**src/rtl/gen_loop_walker.sv**
```systemverilog
`default_nettype none
// ============================================================================
// Module   : gen_loop_walker
// Purpose  : Run-time walker over a triangular nested iteration space.
//            For each outer index k = 0 .. NumOuter-1 it visits inner indices
//            l = 0 .. 2^k-1 and emits one tuple (k, l, 2^k + l) per accepted
//            transfer on a valid/ready stream, in elaboration order.
// Revision : 1.0 - initial release
// ----------------------------------------------------------------------------
// Ports
//   clk_i        in   clock, rising edge
//   rst_ni       in   asynchronous active-low reset
//   start_i      in   begin a walk (sampled only in IDLE)
//   clear_i      in   synchronous abort back to IDLE, no done pulse
//   busy_o       out  high while walking
//   done_o       out  one-cycle pulse after the final tuple is accepted
//   valid_o      out  tuple on the output bus is valid
//   ready_i      in   consumer accepts the tuple
//   outer_idx_o  out  current k
//   inner_idx_o  out  current l
//   value_o      out  2^k + l, zero-extended
//   inner_last_o out  l == 2^k - 1
//   outer_last_o out  k == NumOuter - 1
//   count_o      out  tuples accepted in the current or most recent walk
// ============================================================================
module gen_loop_walker #(
  parameter int NumOuter = 3,
  parameter int IdxWidth = 8,
  parameter int ValWidth = 32,
  parameter int CntWidth = 16
) (
  input  logic                clk_i,
  input  logic                rst_ni,
  input  logic                start_i,
  input  logic                clear_i,
  output logic                busy_o,
  output logic                done_o,
  output logic                valid_o,
  input  logic                ready_i,
  output logic [IdxWidth-1:0] outer_idx_o,
  output logic [IdxWidth-1:0] inner_idx_o,
  output logic [ValWidth-1:0] value_o,
  output logic                inner_last_o,
  output logic                outer_last_o,
  output logic [CntWidth-1:0] count_o
);

  typedef enum logic [1:0] {
    S_IDLE = 2'd0,
    S_RUN  = 2'd1,
    S_DONE = 2'd2
  } state_t;

  localparam logic [IdxWidth-1:0] LastOuter = IdxWidth'(NumOuter - 1);

  state_t              state;
  logic [IdxWidth-1:0] k_q;
  logic [IdxWidth-1:0] l_q;

  logic                xfer;
  logic                at_inner_end;
  logic                at_outer_end;
  logic [IdxWidth-1:0] next_k;
  logic [IdxWidth-1:0] next_l;

  // Tuple payload as a function of the indices. The flags and value are
  // registered from the *next* indices so they line up with k_q/l_q.
  function automatic logic [ValWidth-1:0] f_value(input logic [IdxWidth-1:0] k,
                                                   input logic [IdxWidth-1:0] l);
    f_value = (ValWidth'(1) << k) + ValWidth'(l);
  endfunction

  function automatic logic f_inner_last(input logic [IdxWidth-1:0] k,
                                        input logic [IdxWidth-1:0] l);
    f_inner_last = (l == ((IdxWidth'(1) << k) - IdxWidth'(1)));
  endfunction

  function automatic logic f_outer_last(input logic [IdxWidth-1:0] k);
    f_outer_last = (k == LastOuter);
  endfunction

  // valid_o is a register, so the transfer term never feeds back into it
  // combinationally.
  assign xfer         = valid_o & ready_i;
  assign at_inner_end = f_inner_last(k_q, l_q);
  assign at_outer_end = f_outer_last(k_q);

  always_comb begin
    next_k = k_q;
    next_l = l_q + IdxWidth'(1);
    if (at_inner_end) begin
      next_k = k_q + IdxWidth'(1);
      next_l = '0;
    end
  end

  assign outer_idx_o = k_q;
  assign inner_idx_o = l_q;

  always_ff @(posedge clk_i or negedge rst_ni) begin
    if (!rst_ni) begin
      state        <= S_IDLE;
      k_q          <= '0;
      l_q          <= '0;
      busy_o       <= 1'b0;
      done_o       <= 1'b0;
      valid_o      <= 1'b0;
      value_o      <= '0;
      inner_last_o <= 1'b0;
      outer_last_o <= 1'b0;
      count_o      <= '0;
    end else if (clear_i) begin
      // Abort: a tuple accepted in this very cycle still counts, but the
      // indices are left as they are and no done pulse is produced.
      state   <= S_IDLE;
      busy_o  <= 1'b0;
      done_o  <= 1'b0;
      valid_o <= 1'b0;
      if (xfer) begin
        count_o <= count_o + CntWidth'(1);
      end
    end else begin
      case (state)
        S_IDLE: begin
          done_o <= 1'b0;
          if (start_i) begin
            state        <= S_RUN;
            k_q          <= '0;
            l_q          <= '0;
            count_o      <= '0;
            busy_o       <= 1'b1;
            valid_o      <= 1'b1;
            value_o      <= f_value('0, '0);
            inner_last_o <= f_inner_last('0, '0);
            outer_last_o <= f_outer_last('0);
          end
        end

        S_RUN: begin
          if (xfer) begin
            count_o <= count_o + CntWidth'(1);
            if (at_inner_end && at_outer_end) begin
              // Final tuple accepted: indices and payload hold their last
              // values through DONE and IDLE.
              state   <= S_DONE;
              busy_o  <= 1'b0;
              valid_o <= 1'b0;
              done_o  <= 1'b1;
            end else begin
              k_q          <= next_k;
              l_q          <= next_l;
              value_o      <= f_value(next_k, next_l);
              inner_last_o <= f_inner_last(next_k, next_l);
              outer_last_o <= f_outer_last(next_k);
            end
          end
        end

        S_DONE: begin
          done_o <= 1'b0;
          state  <= S_IDLE;
        end

        default: begin
          state   <= S_IDLE;
          busy_o  <= 1'b0;
          done_o  <= 1'b0;
          valid_o <= 1'b0;
        end
      endcase
    end
  end

endmodule
`default_nettype wire

```
**config.mk**
```make
export PLATFORM = sky130hd
export DESIGN_NAME = gen_loop_walker
export DESIGN_NICKNAME = d
export VERILOG_FILES = /design/src/rtl/gen_loop_walker.sv
export SDC_FILE = /design/constraint.sdc
export NUM_CORES = 1
export LEC_CHECK = 0
export ABC_CLOCK_PERIOD_IN_PS = 5800
export CAP_MARGIN = 20
export CORE_MARGIN = 2
export CORE_UTILIZATION = 32
export CTS_CLUSTER_SIZE = 12
export DETAILED_ROUTE_END_ITERATION = 12
export MAX_ROUTING_LAYER = met4
export PLACE_DENSITY_LB_ADDON = 0.05
export SETUP_SLACK_MARGIN = 0.1
export SYNTH_ARGS = -nofsm -noshare
export SYNTH_HDL_FRONTEND = slang
export SYNTH_SLANG_ARGS = --single-unit
```
**constraint.sdc**
```tcl
create_clock -name clk_i -period 5.8 [get_ports clk_i]
set_input_delay 1.16 -clock clk_i [delete_from_list [all_inputs] [get_ports clk_i]]
set_output_delay 1.16 -clock clk_i [all_outputs]
set_load 0.02 [all_outputs]
```
### Word level (Yosys, flattened, before mapping)

Cells that the tools add are included.

| storage, ports and cells | value |
|---|---|
| word-level logic and storage cells | 80 |
| register bits | 70 |

| cells by class | value |
|---|---|
| equality and inequality tests | 13 |
| shift operators | 3 |
| bitwise operators | 2 |
| add/subtract/negate cells | 6 |
| reduce and logical (&&, ||, !) cells | 9 |
| multiplexer cells | 38 |

Operators with widths:

| cell | count |
|---|---|
| $mux 32 | 3 |
| $pmux 32 s2 | 1 |
| $mux 8 | 7 |
| $mux 16 | 3 |
| $add 32x8->32 | 1 |
| $pmux 16 s2 | 1 |
| $pmux 8 s2 | 2 |
| $shl 1x8->32 const A | 1 |
| $add 16x1->16 const B | 1 |
| $add 8x1->8 const B | 2 |
| $eq 8x2->1 const B | 2 |
| $eq 8x8->1 | 2 |
| $shl 1x8->8 const A | 2 |
| $sub 8x1->8 const B | 2 |
| $mux 1 | 13 |
| $ne 3x3->1 const B | 3 |
| $mux 2 | 4 |
| $ne 2x2->1 const B | 4 |
| $reduce_and 5->1 | 1 |
| $pmux 1 s2 | 2 |
| $pmux 2 s2 | 1 |
| $reduce_and 2->1 | 2 |
| $reduce_and 4->1 | 1 |
| $pmux 1 s3 | 1 |
| other kinds (9) | 9 |

### Depth between registers and ports, before layout

Gate-level depths: netlist of the first run.

| depth | value |
|---|---|
| depth in word-level cells | 10 |
| depth in mapped cells | 28 |

### Worst setup path before layout of the first run

Ideal clock, no wire load.

| path | value |
|---|---|
| path kind | register to register |
| start | register k_q[5] (netlist: outer_idx_o[5]) |
| end | register value_o[9] |
| arrival | 5.808 ns |
| data required time | 5.678 ns |
| setup time | 0.122 ns |
| slack | -0.129 ns |
| stages on the path, launching flop included | 28 |
| clock period less this slack | 5.929 ns |
| cell sequence | dfrtp_1 > buf_6 > or4_4 > nor3_1 > nand2_1 > ha_1 > clkbuf_1 > or4bb_1 > nor3_1 > nor4_4 > o22a_1 > buf_6 > a311o_1 > o2bb2ai_2 > nor3_1 > nand2_1 > inv_1 > ha_1 > a21o_1 > a21oi_1 > o21bai_1 > a21oi_1 > o21bai_1 > a21oi_1 > nor2b_1 > o21ai_0 > nand2b_1 > a32o_1 |

| on the way | value |
|---|---|
| longest elaborated chain between the ends | 9 |

Ends and longest elaborated chain:

| element | RTL line | text |
|---|---|---|
| start: declaration | 57 | `logic [IdxWidth-1:0] k_q;` |
| start signal: assignment | 150 | `k_q <= next_k;` |
| $shl 1x8->8 | 75 | `f_inner_last = (l == ((IdxWidth'(1) << k) - IdxWidth'(1)));` |
| $sub 8x1->8 | 75 |  |
| $eq 8x8->1 | 75 |  |
| $mux 8 | 91 | `if (at_inner_end) begin` |
| $shl 1x8->32 | 70 | `f_value = (ValWidth'(1) << k) + ValWidth'(l);` |
| $add 32x8->32 | 70 |  |
| $mux 32 | 142 | `if (at_inner_end && at_outer_end) begin` |
| $mux 32 | 140 | `if (xfer) begin` |
| $pmux 32 s2 | 123 | `case (state)` |
| end signal: assignment | 133 | `value_o <= f_value('0, '0);` |
| end signal: assignment | 152 | `value_o <= f_value(next_k, next_l);` |
| end: declaration | 42 | `output logic [ValWidth-1:0] value_o,` |

Parallel ways exist; a longest one is shown, timed or not. The select of a mux whose other input is x is not followed.
A chain may end at the register's enable or synchronous reset.

### Worst setup path after layout of the first run

| path | value |
|---|---|
| start | register k_q[6] (netlist: outer_idx_o[6]) |
| end | register value_o[9] |

Same word-level chain as after synthesis.

==> summary by stage, run 1 <==
Critical path
The startpoint type of the worst setup path is a flip-flop. In this run the worst setup path begins at outer_idx_o[6]$_DFFE_PN0P_. The worst register-to-register path begins at outer_idx_o[6]$_DFFE_PN0P_. Walking the worst path, the cells encountered are or4_4 -> nor3_4 -> nand2_2 -> ha_4 -> or4bb_4 -> nor3_4 -> nor4_4 -> o22a_2 -> a311o_1 -> o2bb2ai_4 -> nor3_2 -> nand2_1 -> inv_1 -> ha_1 -> a21o_1 -> a21oi_2 -> o21bai_1 -> a21oi_2 -> o21bai_1 -> a21oi_1 -> nor2b_1 -> o21ai_0 -> nand2b_1 -> a32o_1.

The critical path capture point type is a flip-flop. The slowest stage of the critical path is the sky130_fd_sc_hd__or4_4 cell. Data on the critical path is required at its endpoint by 6.03 ns.

The depth of the worst register-to-register path is 24. The largest single stage delay on the critical path is about 0.58 ns. For the worst setup path, the data arrival time is 5.64 ns. The startpoint-to-endpoint class of the critical path is reg2reg. The top fanout value on the critical path is 10.

Floorplan
In this run the core area contains 43 standard-cell rows. The initial utilization of the core area, before any placement, comes to 33.07%. The die span in y is around 120 um. During I/O placement, the number of pins put on the boundary was 74.

The floorplan step defined a core boundary enclosing between 0.01 and 0.015 sq mm. The die covers 0.01543 sq mm. The overall die width is around 120 um.

Clock network
Clock-pin slew was measured on the worst setup and hold paths at 0.06 ns. The number of levels in the clock H-tree is 3. No sink is reached through more buffers than the 2 on the longest clock path. The number of buffers inserted during clock tree synthesis is 9.

The CTS root buffer is sky130_fd_sc_hd__clkbuf_16. CTS saw 70 sinks. The clock latency of the later-clocked register in the worst-skew pair is approximately 0.34 ns. The CTS tree is built.

Timing
The headroom to the max-slew limit is between 30% and 40%. The number of hold violations in the final report is 0. The final setup skew is between 0.005 and 0.006 ns. The final max-slew violation count was 0. Counting I/O delays and the setup requirement, the final critical path takes around 5.4 ns. The setup TNS is 0 ns. The slew at the pin closest to its max-slew limit is between 0.9 and 1 ns. The maximum clock frequency is around 190 MHz. Setup repair after global routing left no endpoint under its margin. After layout, the worst path uses between 90% and 100% of the clock period.

Setup violations remaining at the end of the flow were counted as 0.

Yosys
The number of distinct standard cells referenced by the synthesized netlist is 73. The top cell type by area accounts for between 30% and 40% of the synthesized area. The count of flip-flops with a built-in enable after synthesis is 0. Synthesis handed over a netlist of between 500 and 600 instances. In this run, synthesis produced a sequential element count of 70. The top flip-flop cell by instance count after synthesis is sky130_fd_sc_hd__dfrtp_1.

During synthesis, Yosys emitted a total of 0 warnings. The share of the Yosys chip area taken by registers is between 30% and 40%. The library cell with the largest summed area after synthesis is sky130_fd_sc_hd__dfrtp_1. The post-synthesis async set-or-reset flop share is between 90% and 100%. The mean area per synthesized cell is around 9 sq um. The number of nets handed over by synthesis was between 500 and 600. By area the synthesized netlist is led by sky130_fd_sc_hd__dfrtp_1 38%, sky130_fd_sc_hd__nor2_1 3.9%, sky130_fd_sc_hd__ha_1 3.8%, sky130_fd_sc_hd__xnor2_1 3.8%, sky130_fd_sc_hd__nand2_1 3.7%. The combined area of all synthesized cells is 0.004626 sq mm.

Drt
The number of design rule violations left after detail routing is 0. In the final routed layout, each cell accounts on average for roughly 18 um. In the routed layout, each cell is associated on average with a via count of between 5 and 6. The number of antenna-violating nets in the routed design is 0. The routed design has 14.31 mm of wire. The first detailed-routing pass took 4 iterations.

The routed layout has ~4.4k vias. The first-iteration detailed-routing DRC count is roughly 240.

Power
Power spread over the standard cell area amounts to about 470 mW/mm^2. For this design the total switching power over the nets is approximately 0.0012 W. The leakage power of the design is 2.609 nW. The switching power as a share of total power is 43.13%.

Per report_power, the clock group accounts for 24.1% of the total. The cell internal power dissipation is around 0.0016 W. Of the total power, combinational logic draws between 50% and 60%. The worst-case IR drop observed on VDD is 246.0 uV. Sequential cells account for a little under a fifth of the total power.

Finish
The cell area after layout is 0.006171 sq mm. The finished layout holds 793 standard cells, fillers aside. Relative to the synthesized area, the layout overhead comes to 33.41%. The final antenna diode count is 0. The net total in the final layout is between 600 and 700.

Of the cells placed in the final design, the portion with a size suffix greater than 1 is between 10% and 20%. Counting the fill cells in the layout gives between 1k and 1.5k.

Global routing
The number of antenna violations at the first check in global routing is 0. The number of global-route vias before repair came to ~4.3k. Entering global routing, the biggest net connects 71 pins.

Global routing consumed, over all layers together, roughly a fifth of the routing resources. The total grt overflow is 0. The wire length of the first global-routing pass is around 23 mm.

Min path
The min-delay analysis places its worst path in the category reg2reg. Along the worst hold path, the cell count comes to 2. In this run the most critical hold path is launched from value_o[2]$_DFFE_PN0P_.

Run
The number of maximum-capacitance violations is 0.

Place
In this run, placement finished with an instance count of a little under 800. Port buffering added 73 buffers. Summed over all nets, the half-perimeter wirelength after detailed placement is about 10 mm. The post-placement cell area is roughly 0.0057 sq mm. The congestion estimate from routability-driven global placement came to 0.8911.

Status
The flow ran to the end, and the final reports show no timing, DRC or antenna violations.
==> through the flow <==
stage / hold slack [ns] / utilization [%] / worst slack (ns) / total power, W
6_report: 0.4832 / 44.11 / 0.3954 / 0.002894
5_1_grt: 0.5126 / 44.11 / 0.08326 / 0.003112
3_3_place_gp: 0.4808 / 40.50 / 0.3071 / 0.002107
4_1_cts: 0.4856 / 43.16 / 0.1296 / 0.002804
2_1_floorplan: 0.5635 / - / 0.1458 / 0.001566
3_5_place_dp: 0.4650 / 40.50 / 0.1511 / 0.002092
==> registers in the layout (all words and copies together) (netlist names) <==
name,count
inner_last_o,1
inner_idx_o,8
done_o,1
count_o,16
value_o,32
outer_idx_o,8
outer_last_o,1
state,2
valid_o,1
==> Yosys cell counts, types with 5 or more instances <==
cell	number
sky130_fd_sc_hd__dfrtp_1	70
sky130_fd_sc_hd__nor2_1	48
sky130_fd_sc_hd__nand2_1	46
sky130_fd_sc_hd__o21ai_0	30
sky130_fd_sc_hd__a21oi_1	28
sky130_fd_sc_hd__clkbuf_1	23
sky130_fd_sc_hd__inv_1	21
sky130_fd_sc_hd__xnor2_1	20
sky130_fd_sc_hd__a22o_1	19
sky130_fd_sc_hd__nand3_1	17
sky130_fd_sc_hd__ha_1	14
sky130_fd_sc_hd__nand2b_1	13
sky130_fd_sc_hd__o31ai_1	13
sky130_fd_sc_hd__xor2_1	12
sky130_fd_sc_hd__nor3_1	11
sky130_fd_sc_hd__and3_1	10
sky130_fd_sc_hd__and2_1	9
sky130_fd_sc_hd__a32o_1	7
sky130_fd_sc_hd__nand4_1	7
sky130_fd_sc_hd__nor2b_1	6
sky130_fd_sc_hd__nor4_1	6
sky130_fd_sc_hd__o211ai_1	6
sky130_fd_sc_hd__a21o_1	5
==> path summary, 6_finish.rpt <==
kind	end	slack, ns
max	value_o[9]$_DFFE_PN0P_	0.40
min	value_o[2]$_DFFE_PN0P_	0.48
max reg2reg	value_o[9]$_DFFE_PN0P_	0.40
min reg2reg	value_o[2]$_DFFE_PN0P_	0.48
max in group asynchronous	value_o[13]$_DFFE_PN0P_	4.16
min in group asynchronous	valid_o$_DFFE_PN0P_	1.02
==> logic make-up (layout without fill, tap and decap cells) <==
group,count (synthesis),in the layout,share of synthesized area (%)
muxes,5,5,1.109
xor gates and xnor gates,32,32,6.059
adders and majority gates,15,15,4.220
AOI/OAI and AO/OA,155,155,24.43
and+or+nand+nor,194,194,21.56
buffers and inverters,51,142,4.760
DFF,70,70,37.87
==> cell usage in the layout (no fill, tap or decap), types with 5 or more instances in the layout <==
cell                              Yosys  final
sky130_fd_sc_hd__xor2_1              12     12
sky130_fd_sc_hd__clkbuf_16            0      9
sky130_fd_sc_hd__a21o_1               5      5
sky130_fd_sc_hd__o21ai_0             30     29
sky130_fd_sc_hd__nand3_1             17     17
sky130_fd_sc_hd__dfrtp_1             70     70
sky130_fd_sc_hd__xnor2_1             20     20
sky130_fd_sc_hd__inv_1               21     21
sky130_fd_sc_hd__ha_1                14     12
sky130_fd_sc_hd__nand4_1              7      7
sky130_fd_sc_hd__nor2_1              48     47
sky130_fd_sc_hd__and3_1              10     10
sky130_fd_sc_hd__nor3_1              11      7
sky130_fd_sc_hd__a22o_1              19     19
sky130_fd_sc_hd__nor4_1               6      5
sky130_fd_sc_hd__nor2b_1              6      5
sky130_fd_sc_hd__a32o_1               7      7
sky130_fd_sc_hd__and2_1               9      8
sky130_fd_sc_hd__a21oi_1             28     26
sky130_fd_sc_hd__clkdlybuf4s50_1      0     72
sky130_fd_sc_hd__buf_4                1     32
sky130_fd_sc_hd__o31ai_1             13     12
sky130_fd_sc_hd__nand2b_1            13     13
sky130_fd_sc_hd__o211ai_1             6      6
sky130_fd_sc_hd__nand2_1             46     44
==> metal layers <==
| layer | vias up | share of wire [%] | track usage (%) |
|---|---|---|---|
| met5 | - | 0 | - |
| met4 | 0 | 1.9 | 6.742 |
| met3 | 18 | 4.0 | 3.270 |
| met2 | 120 | 47 | 29.93 |
| met1 | 2151 | 47 | 25.84 |
| li1 | 2088 | - | - |
==> critical path, delay by kind of cell (launching register included) <==
| kind | cells | cell delay (ns) |
|---|---|---|
| flops | 1 | 0.37 |
| fa+ha+maj | 2 | 0.42 |
| compound gates | 11 | 2.25 |
| simple gates | 10 | 2.19 |
| buf+inv | 1 | 0.06 |
==> power groups by stage <==
stage,clock [W],combinational [W],sequential [W]
6_report,0.000697,0.00165,0.000551
5_1_grt,0.000738,0.00182,0.000555
2_1_floorplan,0,0.000981,0.000585
3_3_place_gp,0,0.00155,0.000559
3_5_place_dp,0,0.00153,0.000559
4_1_cts,0.000712,0.00154,0.000550
==> final cells by class <==
| type | count | area (sq um) | share of cell area, % |
|---|---|---|---|
| inverter | 21 | 78.83 | 1.277 |
| clock inverter | 5 | 128.9 | 2.088 |
| tap | 180 | 225.2 | 3.650 |
| multi-input combinational | 401 | 2778 | 45.01 |
| timing repair buffer | 105 | 965.9 | 15.65 |
| clock buffer | 11 | 242.7 | 3.933 |
| sequential | 70 | 1752 | 28.39 |
==> timing repair <==
action,CTS,global route
setup buffers,0,5
resized for setup,0,21
endpoints found under the setup margin,0,4
hold buffers,0,0
Power figures use the tool's default switching activity.
==> run 2, diff against run 1 <==
CORE_UTILIZATION = 40   (was 32)
==> summary by stage, run 2 (synthesized netlist as in run 1, its figures left out) <==
Floorplan
The effective utilization at floorplan is 40.68%. The total die area is 0.01244 sq mm. After floorplanning, the core was sized to cover ~0.011 sq mm. The overall die width is 111.5 um. Measured along the y axis, the die boundary spans roughly 110 um.

The I/O pin count is 74. The total number of placement rows is 39.

Drt
The routed wire length is 13.39 mm. The number of antenna-violating nets in the routed design is 0. The average detailed-routed wire length per instance is about 18 um. For this block, the initial DRC count from the detailed router was 342.

After detailed routing, the number of remaining DRC violations is 0. The total vias in the final route is roughly 4.3k. For this run, the detailed router's first-pass iteration total came to 5.

After detailed routing, the number of vias per cell comes to around 5.8.

Global routing
The first global-routing pass estimated between 20 and 25 mm of wire. The number of antenna violations at the first check in global routing is 0. The number of global-route vias before repair is approximately 4.2k. The total overflow left after global routing is 0. The maximum number of pins on one net before global-route repair is 71. In the global route stage, overall resource usage came out at between 20 and 25%.

Clock network
The total clock sinks is 70. In this run the clock root is driven by a sky130_fd_sc_hd__clkbuf_16. The number of levels in the clock H-tree is 3. The number of buffers inserted during clock tree synthesis is 9.

The number of hold buffers added after CTS is 0. For the worst-skew pair, the clock arrives at the later sink with an insertion delay of roughly 0.34 ns. After clock tree synthesis, the clock-pin slew on the worst setup and hold paths is approximately 0.060 ns. No sink is reached through more buffers than the 2 on the longest clock path. TritonCTS built the clock tree.

Power
The cell internal power dissipation is about 0.0015 W. For this design the ratio of total power to cell area is 444.3 mW/mm^2. The switching power total is about 0.0012 W. The maximum resistive drop on vdd is around 360 uV.

The share of total power dissipated in the clock network is 21.2%. The analysis attributes to cell leakage a power of 2.534 nW. Sequential cells account for roughly a fifth of the total power. The share of power burned in combinational logic is 58.1%. Of the total power, the share spent switching nets is between 40 and 50%.

Critical path
STA puts the critical path data required time at 6.03 ns. The critical path capture point type is a flip-flop. STA puts the critical path data arrival time at around 5.6 ns. The startpoint-to-endpoint class of the critical path is reg2reg.

STA classifies the critical path startpoint as a flip-flop. Of all nets on the critical path, the largest fanout is 9.

Timing
The final cycle utilization of the critical path is 91.67%. The number of hold violations in the final report is 0. Derived from the worst setup path, the maximum achievable clock frequency is ~190 MHz. The slew at the pin closest to its max-slew limit is between 0.9 and 1 ns. The setup TNS is 0 ns. Setup violations remaining at the end of the flow were counted as 0. Measured against its own limit, the worst slew margin works out to 37.24%. Setup repair after global routing left no endpoint under its margin. The shortest clock period the worst path allows after layout is between 5 and 6 ns. Clock skew on the completed layout was measured at 0.005725 ns. The final max-slew violation count is 0.

Finish
Once layout is done, the placed cells without fillers occupy about 0.006 sq mm. The layout has around 1.1k filler cells. The largest registers in the layout are value_o x32, count_o x16. value_o holds more flip-flops than any other register. Cells with a size suffix above 1 make up roughly an eighth of the layout. The net total in the final layout is just over 600. The area growth from synthesis to final layout is 29.16%.

The register with the most flip-flops in the layout has 32 of them. In the layout the commonest cells are 72 x sky130_fd_sc_hd__clkdlybuf4s50_1, 69 x sky130_fd_sc_hd__dfrtp_1, 47 x sky130_fd_sc_hd__nor2_1. The leading cell type in the layout, fill and taps excluded is sky130_fd_sc_hd__clkdlybuf4s50_1.

The final antenna diode count is 0. Once layout is complete, the utilization of the core stands at 52.55%.

Min path
The path type of the worst min-delay path is reg2reg.

Place
The count of input and output buffers is 73. The final weighted congestion of routability-driven global placement is a little under 1. The placed wire-length estimate is a little under 10 mm.

The post-placement cell area is between 0.005 and 0.006 sq mm.

Status
The flow ran to the end, and the final reports show no timing, DRC or antenna violations.

Run
The number of maximum-capacitance violations is 0.
-- run 2: final timing paths --
| kind | start | to | slack [ns] | depth (start not counted) |
|---|---|---|---|---|
| max in group asynchronous | rst_ni | outer_idx_o[7]$_DFFE_PN0P_ | 4.17 | 2 |
| setup / recovery | outer_idx_o[4]$_DFFE_PN0P_ | value_o[9]$_DFFE_PN0P_ | 0.48 | 24 |
| hold reg to reg | value_o[4]$_DFFE_PN0P_ | value_o[4]$_DFFE_PN0P_ | 0.49 | 2 |
| hold / removal | value_o[4]$_DFFE_PN0P_ | value_o[4]$_DFFE_PN0P_ | 0.49 | 2 |
| min in group asynchronous | rst_ni | count_o[0]$_DFFE_PN0P_ | 1.01 | 2 |
| setup reg to reg | outer_idx_o[4]$_DFFE_PN0P_ | value_o[9]$_DFFE_PN0P_ | 0.48 | 24 |
-- run 2: layout make-up --
cell class	instances	area, sq um	area share (%)
multi-input combinational	401	2733	45.74
timing repair buffer	100	928.4	15.54
tap	143	178.9	2.995
clock buffer	13	260.3	4.356
sequential	70	1753	29.34
clock inverter	3	42.54	0.7120
inverter	21	78.83	1.319
-- run 2: per-layer routing --
| metal | vias up | global-route usage, % | share of wire [%] |
|---|---|---|---|
| met1 | 2090 | 30.14 | 45 |
| met2 | 148 | 35.49 | 48 |
| li1 | 2070 | - | - |
| met4 | 0 | 8.395 | 1.8 |
| met3 | 20 | 4.355 | 5.0 |
| met5 | - | - | 0 |
-- run 2: through the flow --
step | setup WS [ns] | total power [W] | hold WS [ns] | instances
floorplan | 0.1458 | 0.001566 | 0.5635 | 522
global placement | 0.3708 | 0.002042 | 0.4805 | 733
detailed placement | 0.2200 | 0.002061 | 0.4853 | 733
CTS | 0.1974 | 0.002637 | 0.4978 | 749
global route | 0.08407 | 0.002859 | 0.5193 | 751
finish | 0.4830 | 0.002654 | 0.4886 | 751
-- run 2: what timing repair did --
action | CTS | global route
endpoints found under the hold margin | 0 | 0
setup buffers | 0 | 2
gates resized for setup | 0 | 14
setup endpoints to repair | 0 | 4
-- run 2: power by group through the flow --
stage          registers [W]  clock network (W)  logic [W]
2_1_floorplan       0.000585                  0   0.000981
3_3_place_gp        0.000556                  0    0.00149
3_5_place_dp        0.000558                  0    0.00150
4_1_cts             0.000550           0.000580    0.00151
5_1_grt             0.000554           0.000604    0.00170
6_report            0.000549           0.000563    0.00154
-- run 2: critical path: stages, from the launching register on --
cell and delay, ns:
sky130_fd_sc_hd__dfrtp_1 0.37, sky130_fd_sc_hd__or4_4 0.59, sky130_fd_sc_hd__nor3_2 0.17, sky130_fd_sc_hd__nand2_1 0.08, sky130_fd_sc_hd__ha_2 0.24, sky130_fd_sc_hd__or4bb_1 0.53, sky130_fd_sc_hd__nor3_4 0.19, sky130_fd_sc_hd__o31a_1 0.20
sky130_fd_sc_hd__o22a_2 0.26, sky130_fd_sc_hd__nand4_1 0.26, sky130_fd_sc_hd__o2bb2ai_2 0.22, sky130_fd_sc_hd__nor3_2 0.20, sky130_fd_sc_hd__nand2_1 0.10, sky130_fd_sc_hd__inv_1 0.06, sky130_fd_sc_hd__ha_1 0.22, sky130_fd_sc_hd__a21o_1 0.18
sky130_fd_sc_hd__a21oi_1 0.22, sky130_fd_sc_hd__o21bai_1 0.09, sky130_fd_sc_hd__a21oi_1 0.22, sky130_fd_sc_hd__o21bai_1 0.11, sky130_fd_sc_hd__a21oi_2 0.18, sky130_fd_sc_hd__nor2b_1 0.07, sky130_fd_sc_hd__o21ai_1 0.13, sky130_fd_sc_hd__nand2b_1 0.07
sky130_fd_sc_hd__a32o_1 0.24
